**src/rtl/pipe_hazard_ctrl_if.sv**
```systemverilog
// Hazard-control bundle between the decode-side hazard sources and the stage-register controls.
// Latency: none; this is wiring only, with no storage.
// Backpressure: pc_en and stage_en are the stall controls returned to fetch and the stage registers.
interface pipe_hazard_ctrl_if #(
    parameter int NUM_STAGES = 4,
    parameter int REG_W      = 5,
    parameter int INSTR_W    = 32,
    parameter int CNT_W      = 16
);
    logic                  icache_miss;
    logic                  dcache_miss;
    logic [REG_W-1:0]      dec_regA;
    logic [REG_W-1:0]      dec_regB;
    logic                  dec_uses_regB;
    logic                  ex_mem_r_en;
    logic [REG_W-1:0]      ex_regD;
    logic                  branch_taken;
    logic                  multi_start;
    logic                  pc_en;
    logic [NUM_STAGES-1:0] stage_en;
    logic [NUM_STAGES-1:0] stage_flush;
    logic [INSTR_W-1:0]    inject_nop;
    logic                  injecting_nop;
    logic                  multi_busy;
    logic [CNT_W-1:0]      stall_cycles;

    // Pipeline side: raises hazards, consumes enables/flushes.
    modport master (
        output icache_miss, dcache_miss, dec_regA, dec_regB, dec_uses_regB,
               ex_mem_r_en, ex_regD, branch_taken, multi_start,
        input  pc_en, stage_en, stage_flush, inject_nop, injecting_nop,
               multi_busy, stall_cycles
    );

    // Controller side.
    modport slave (
        input  icache_miss, dcache_miss, dec_regA, dec_regB, dec_uses_regB,
               ex_mem_r_en, ex_regD, branch_taken, multi_start,
        output pc_en, stage_en, stage_flush, inject_nop, injecting_nop,
               multi_busy, stall_cycles
    );
endinterface

```
**src/rtl/pipe_hazard_ctrl.sv**
```systemverilog
// Central pipeline hazard control: the PC enable, stage enables and flushes, and NOP injection.
// Latency: enables and flushes are combinational from the state and inputs; stall_cycles is registered.
// Backpressure: a dcache miss freezes everything; multi-cycle ops, load-use and icache misses stall the front end.
module pipe_hazard_ctrl #(
    parameter int                 NUM_STAGES = 4,
    parameter int                 REG_W      = 5,
    parameter int                 INSTR_W    = 32,
    parameter logic [INSTR_W-1:0] NOP_WORD   = 32'h0000_0000,
    parameter int                 MULTI_LAT  = 4,
    parameter int                 CNT_W      = 16
) (
    input  logic             clk,
    input  logic             reset,
    pipe_hazard_ctrl_if.slave hz
);
    localparam int CNT_BITS = $clog2(MULTI_LAT);
    // The start cycle counts as the first busy cycle, and the cnt==0 cycle as the last.
    localparam logic [CNT_BITS-1:0] CNT_INIT = CNT_BITS'(MULTI_LAT - 2);
    localparam logic [CNT_W-1:0]    STALL_MAX = '1;

    typedef enum logic {RUN, MULTI} state_t;

    state_t                state_q, state_d;
    logic [CNT_BITS-1:0]   cnt_q, cnt_d;
    logic [CNT_W-1:0]      stall_q, stall_d;

    logic                  load_use;
    logic                  busy;
    logic                  pc_en;
    logic [NUM_STAGES-1:0] stage_en;
    logic [NUM_STAGES-1:0] stage_flush;
    logic                  injecting_nop;

    assign load_use = hz.ex_mem_r_en && (hz.ex_regD != '0) &&
                      ((hz.ex_regD == hz.dec_regA) ||
                       (hz.dec_uses_regB && (hz.ex_regD == hz.dec_regB)));

    // The op is busy from the very cycle it enters EX, before the FSM has moved.
    assign busy = (state_q == MULTI) || ((state_q == RUN) && hz.multi_start);

    // Priority arbitration of the hazard sources; reset forces the pipeline to run freely.
    always_comb begin
        pc_en         = 1'b1;
        stage_en      = '1;
        stage_flush   = '0;
        injecting_nop = 1'b0;
        if (!reset) begin
            pc_en = 1'b1;
        end else if (hz.dcache_miss) begin
            pc_en    = 1'b0;
            stage_en = '0;
        end else if (busy) begin
            pc_en          = 1'b0;
            stage_en[0]    = 1'b0;
            stage_en[1]    = 1'b0;
            stage_flush[2] = 1'b1;
        end else if (hz.branch_taken) begin
            stage_flush[0] = 1'b1;
            stage_flush[1] = 1'b1;
        end else if (load_use) begin
            pc_en          = 1'b0;
            stage_en[0]    = 1'b0;
            stage_flush[1] = 1'b1;
        end else if (hz.icache_miss) begin
            pc_en          = 1'b0;
            stage_flush[0] = 1'b1;
            injecting_nop  = 1'b1;
        end
    end

    // Multi-cycle FSM next state; a dcache miss freezes both the state and the counter.
    always_comb begin
        state_d = state_q;
        cnt_d   = cnt_q;
        if (!hz.dcache_miss) begin
            case (state_q)
                RUN: begin
                    if (hz.multi_start) begin
                        cnt_d   = CNT_INIT;
                        state_d = MULTI;
                    end
                end
                MULTI: begin
                    if (cnt_q != '0) begin
                        cnt_d = cnt_q - 1'b1;
                    end else begin
                        state_d = RUN;
                    end
                end
                default: state_d = RUN;
            endcase
        end
    end

    // Saturating count of front-end stall cycles.
    always_comb begin
        stall_d = stall_q;
        if (!pc_en && (stall_q != STALL_MAX)) begin
            stall_d = stall_q + 1'b1;
        end
    end

    // State, latency counter and stall counter registers.
    always_ff @(posedge clk) begin
        if (!reset) begin
            state_q <= RUN;
            cnt_q   <= '0;
            stall_q <= '0;
        end else begin
            state_q <= state_d;
            cnt_q   <= cnt_d;
            stall_q <= stall_d;
        end
    end

    assign hz.pc_en         = pc_en;
    assign hz.stage_en      = stage_en;
    assign hz.stage_flush   = stage_flush;
    assign hz.inject_nop    = NOP_WORD;
    assign hz.injecting_nop = injecting_nop;
    assign hz.multi_busy    = reset && busy;
    assign hz.stall_cycles  = stall_q;
endmodule

```
**src/flat_wrapper.sv**
```systemverilog
// flat-port wrapper written by rule: the top's interface ports become plain ports
module pipe_hazard_ctrl_flat 
#(
    parameter int                 NUM_STAGES = 4,
    parameter int                 REG_W      = 5,
    parameter int                 INSTR_W    = 32,
    parameter logic [INSTR_W-1:0] NOP_WORD   = 32'h0000_0000,
    parameter int                 MULTI_LAT  = 4,
    parameter int                 CNT_W      = 16
)
  (clk, reset, hz_icache_miss, hz_dcache_miss, hz_dec_regA, hz_dec_regB, hz_dec_uses_regB, hz_ex_mem_r_en, hz_ex_regD, hz_branch_taken, hz_multi_start, hz_pc_en, hz_stage_en, hz_stage_flush, hz_inject_nop, hz_injecting_nop, hz_multi_busy, hz_stall_cycles);
  pipe_hazard_ctrl_if #(.NUM_STAGES(NUM_STAGES), .REG_W(REG_W), .INSTR_W(INSTR_W), .CNT_W(CNT_W)) hz_i ();
  input  logic clk;
  input  logic reset;
  input wire logic [$bits(hz_i.icache_miss)-1:0] hz_icache_miss;
  input wire logic [$bits(hz_i.dcache_miss)-1:0] hz_dcache_miss;
  input wire logic [$bits(hz_i.dec_regA)-1:0] hz_dec_regA;
  input wire logic [$bits(hz_i.dec_regB)-1:0] hz_dec_regB;
  input wire logic [$bits(hz_i.dec_uses_regB)-1:0] hz_dec_uses_regB;
  input wire logic [$bits(hz_i.ex_mem_r_en)-1:0] hz_ex_mem_r_en;
  input wire logic [$bits(hz_i.ex_regD)-1:0] hz_ex_regD;
  input wire logic [$bits(hz_i.branch_taken)-1:0] hz_branch_taken;
  input wire logic [$bits(hz_i.multi_start)-1:0] hz_multi_start;
  output wire logic [$bits(hz_i.pc_en)-1:0] hz_pc_en;
  output wire logic [$bits(hz_i.stage_en)-1:0] hz_stage_en;
  output wire logic [$bits(hz_i.stage_flush)-1:0] hz_stage_flush;
  output wire logic [$bits(hz_i.inject_nop)-1:0] hz_inject_nop;
  output wire logic [$bits(hz_i.injecting_nop)-1:0] hz_injecting_nop;
  output wire logic [$bits(hz_i.multi_busy)-1:0] hz_multi_busy;
  output wire logic [$bits(hz_i.stall_cycles)-1:0] hz_stall_cycles;
  assign hz_i.icache_miss = hz_icache_miss;
  assign hz_i.dcache_miss = hz_dcache_miss;
  assign hz_i.dec_regA = hz_dec_regA;
  assign hz_i.dec_regB = hz_dec_regB;
  assign hz_i.dec_uses_regB = hz_dec_uses_regB;
  assign hz_i.ex_mem_r_en = hz_ex_mem_r_en;
  assign hz_i.ex_regD = hz_ex_regD;
  assign hz_i.branch_taken = hz_branch_taken;
  assign hz_i.multi_start = hz_multi_start;
  assign hz_pc_en = hz_i.pc_en;
  assign hz_stage_en = hz_i.stage_en;
  assign hz_stage_flush = hz_i.stage_flush;
  assign hz_inject_nop = hz_i.inject_nop;
  assign hz_injecting_nop = hz_i.injecting_nop;
  assign hz_multi_busy = hz_i.multi_busy;
  assign hz_stall_cycles = hz_i.stall_cycles;
  pipe_hazard_ctrl #(.NUM_STAGES(NUM_STAGES), .REG_W(REG_W), .INSTR_W(INSTR_W), .NOP_WORD(NOP_WORD), .MULTI_LAT(MULTI_LAT), .CNT_W(CNT_W)) u_core (.clk(clk), .reset(reset), .hz(hz_i));
endmodule
```
**config.mk**
```make
export PLATFORM = sky130hd
export DESIGN_NAME = pipe_hazard_ctrl_flat
export DESIGN_NICKNAME = d
export VERILOG_FILES = /design/src/rtl/pipe_hazard_ctrl_if.sv /design/src/rtl/pipe_hazard_ctrl.sv /design/src/flat_wrapper.sv
export SDC_FILE = /design/constraint.sdc
export NUM_CORES = 1
export LEC_CHECK = 0
export BUFFER_PORTS_ARGS = -buffer_cell sky130_fd_sc_hd__buf_4
export CELL_PAD_IN_SITES_DETAIL_PLACEMENT = 1
export CELL_PAD_IN_SITES_GLOBAL_PLACEMENT = 1
export CORE_MARGIN = 1.5
export CORE_UTILIZATION = 30
export CTS_CLUSTER_DIAMETER = 120
export CTS_CLUSTER_SIZE = 28
export DETAILED_ROUTE_END_ITERATION = 10
export PLACE_DENSITY = 0.8
export RECOVER_POWER = 50
export SYNTH_ARGS = -nofsm -noshare
export SYNTH_HDL_FRONTEND = slang
export SYNTH_SLANG_ARGS = --single-unit
```
**constraint.sdc**
```tcl
create_clock -name clk -period 2.65 [get_ports clk]
set_input_delay 0.53 -clock clk [delete_from_list [all_inputs] [get_ports clk]]
set_output_delay 0.53 -clock clk [all_outputs]
set_load 0.005 [all_outputs]
```
==> run metrics <==
status complete, no violations; gr usage total 13.58%; leading cell types in the layout, fill and taps excluded buf_4, conb_1, nand2_1; Max-cap violations 0; Critical Path AT 2.01 ns; CTS root buf clkbuf_8; tightest hold margin 0.4831 ns; worst-case clock buffer depth 2; first-pass GRT wire length 5575 um; maximum VDD drop 0.1594 mV; Finish-stage setup viols 0; H-tree levels 1; Tcrit/Tclk final 95.92%; startpoint types primary input; Synth warnings 0; DRT antenna net count 0; die height 72.11 um; initial core utilization 32.02%; DR vias 1349; Crit Path Category primary input to primary output; FMAX 393.4 MHz; non-filler cells, final 284; antenna violations before repair 0; Worst Setup SP hz_ex_regD[1]; Synth cell types 34; antenna diode count 0; worst flop-to-flop path startpoint u_core.hz.stall_cycles[3]; row count 24; HPWL Detailed 2802 um; I/O Pins 82; Placed Instances 278; via density per instance 4.750; Final nets 258; die area 0.005199 mm2; RSZ-0062 raised after global routing false; worst hold start u_core.cnt_q[1]; vias in the first global route 1221; CTS tree built; drt pass-1 iters 4; # DRC 0; utilization after layout 39.77%; Clk pin slew, worst setup/hold paths 0.07 ns; final global-route overflow total 0; CTS sink cnt 19; Cell Pwr Density 357.5 mW/mm2; Hold Path Class flop to flop; CTS Buf Count 3; Avg WL per Cell 12.42 um; Routed WL 3528 um; final total power 0.6360 mW; Setup crit end kind primary output; most common cell after layout, fill and taps aside buf_4; Sum Neg Setup Slack 0 ns; Tmin final 2.542 ns; max-slew violation count 0; Leak 0.8395 nW; final hold viol count 0; largest net degree at the start of global routing 25; share of cells above drive strength 1 23.71%; Area Overhead vs Synth 24.19%; CP required 2.12 ns; Worst Clk Skew 0.002018 ns; Seq/Total Area, Yosys 26.55%; clk_lat worst skew 0.26 ns; PortBufs 48; Synth Instances 182; Yosys reg bits 19; mapped cell area 0.001433 mm2; Mean Syn Cell Area 7.872 um2; crit-path max FO 6; core area 0.004474 mm2; DRT iter0 DRCs 54; RePlAce Congestion 0.7818; die width 72.11 um
-- state kept, by name, summed over array words and instances, names as in the netlist --
name / count
u_core.state_q: 1
u_core.cnt_q: 2
u_core.hz.stall_cycles: 16
-- report_power, final --
part	internal [mW]	switching, mW
combinational	0.0633	0.0677
clock	0.107	0.100
sequential	0.291	0.00595
-- metal layers --
metal | routed length (um) | vias up | global-route usage [%] | part of all wire [%]
met1 | 1529 | 638 | 15.11 | 43
li1 | - | 668 | - | -
met4 | 66 | 0 | 6.918 | 1.9
met3 | 136 | 4 | 2.639 | 3.9
met5 | 0 | - | 0 | 0
met2 | 1795 | 39 | 24.49 | 51
-- path summary, 6_finish.rpt --
| path | to | slack, ns | depth (start not counted) |
|---|---|---|---|
| min | u_core.cnt_q[1] | 0.48 | 2 |
| max | hz_pc_en | 0.11 | 7 |
| min reg2reg | u_core.cnt_q[1] | 0.48 | 2 |
| max reg2reg | u_core.hz.stall_cycles[6] | 0.66 | 5 |
-- through the flow --
step	cell area [um2]	worst slack [ns]
final	1779	0.1080
after global routing	1779	0.001600
after CTS	1772	0.05551
after detailed placement	1727	0.05565
after global placement	1727	0.1035
after floorplan	1553	0.2882
-- cells by family (layout without fill, tap and decap cells) --
kind of cell | after synthesis | in the layout | synth area share [%]
and+or+nand+nor | 76 | 76 | 26.99
muxes | 14 | 14 | 9.781
xor gates and xnor gates | 10 | 10 | 6.114
AOI/OAI and AO/OA | 16 | 16 | 8.123
adders and majority gates | 2 | 2 | 1.746
buffers and inverters | 44 | 62 | 20.44
DFF | 19 | 19 | 26.55
other | 1 | 33 | 0.2618
-- repair_timing --
item	CTS	global route
endpoints found under the hold margin	0	0
resized for setup	0	1
buffers inserted	0	3
hold buffers	0	0
setup endpoints to repair	0	1
-- Yosys cell counts --
cell type	n	area, um2
a32o_1	1	10.01
mux2i_1	14	140.1
o41ai_1	1	8.760
buf_4	34	255.2
o21ai_1	2	10.01
nand3_1	13	65.06
o21ai_0	2	10.01
a21oi_1	5	25.02
o21a_1	1	7.510
and4_1	2	17.52
xor2_1	9	78.83
nand2_1	20	75.07
nand4_1	3	18.77
nand2b_1	5	31.28
or4_1	2	15.01
o41a_1	1	11.26
conb_1	1	3.750
or3_1	2	12.51
o41ai_2	1	16.27
inv_1	4	15.01
dfxtp_1	19	380.4
nor2_1	7	26.28
and3_1	4	25.02
inv_2	1	3.750
clkbuf_1	4	15.01
nor4_1	4	25.02
a221oi_1	1	8.760
and2_1	1	6.260
buf_1	1	3.750
xnor2_1	1	8.760
a32oi_1	1	8.760
nor3_1	10	50.05
nor2b_1	3	18.77
ha_1	2	25.02
-- worst max-delay path: stages --
cell	delay (ns)
buf_4	0.12
xor2_1	0.15
nor4_1	0.29
a32oi_1	0.21
o41ai_2	0.42
inv_2	0.14
buf_6	0.14
-- area by class of cell --
class                           instances  area, um2
Multi-Input combinational cell        151      879.6
Fill cell                             575       2695
Tap cell                               52      65.06
Inverter                                5      18.77
Sequential cell                        19      380.4
Clock buffer                            4      45.04
Timing Repair Buffer                   53      390.4
No activity file was read; power rests on OpenSTA's default activity.
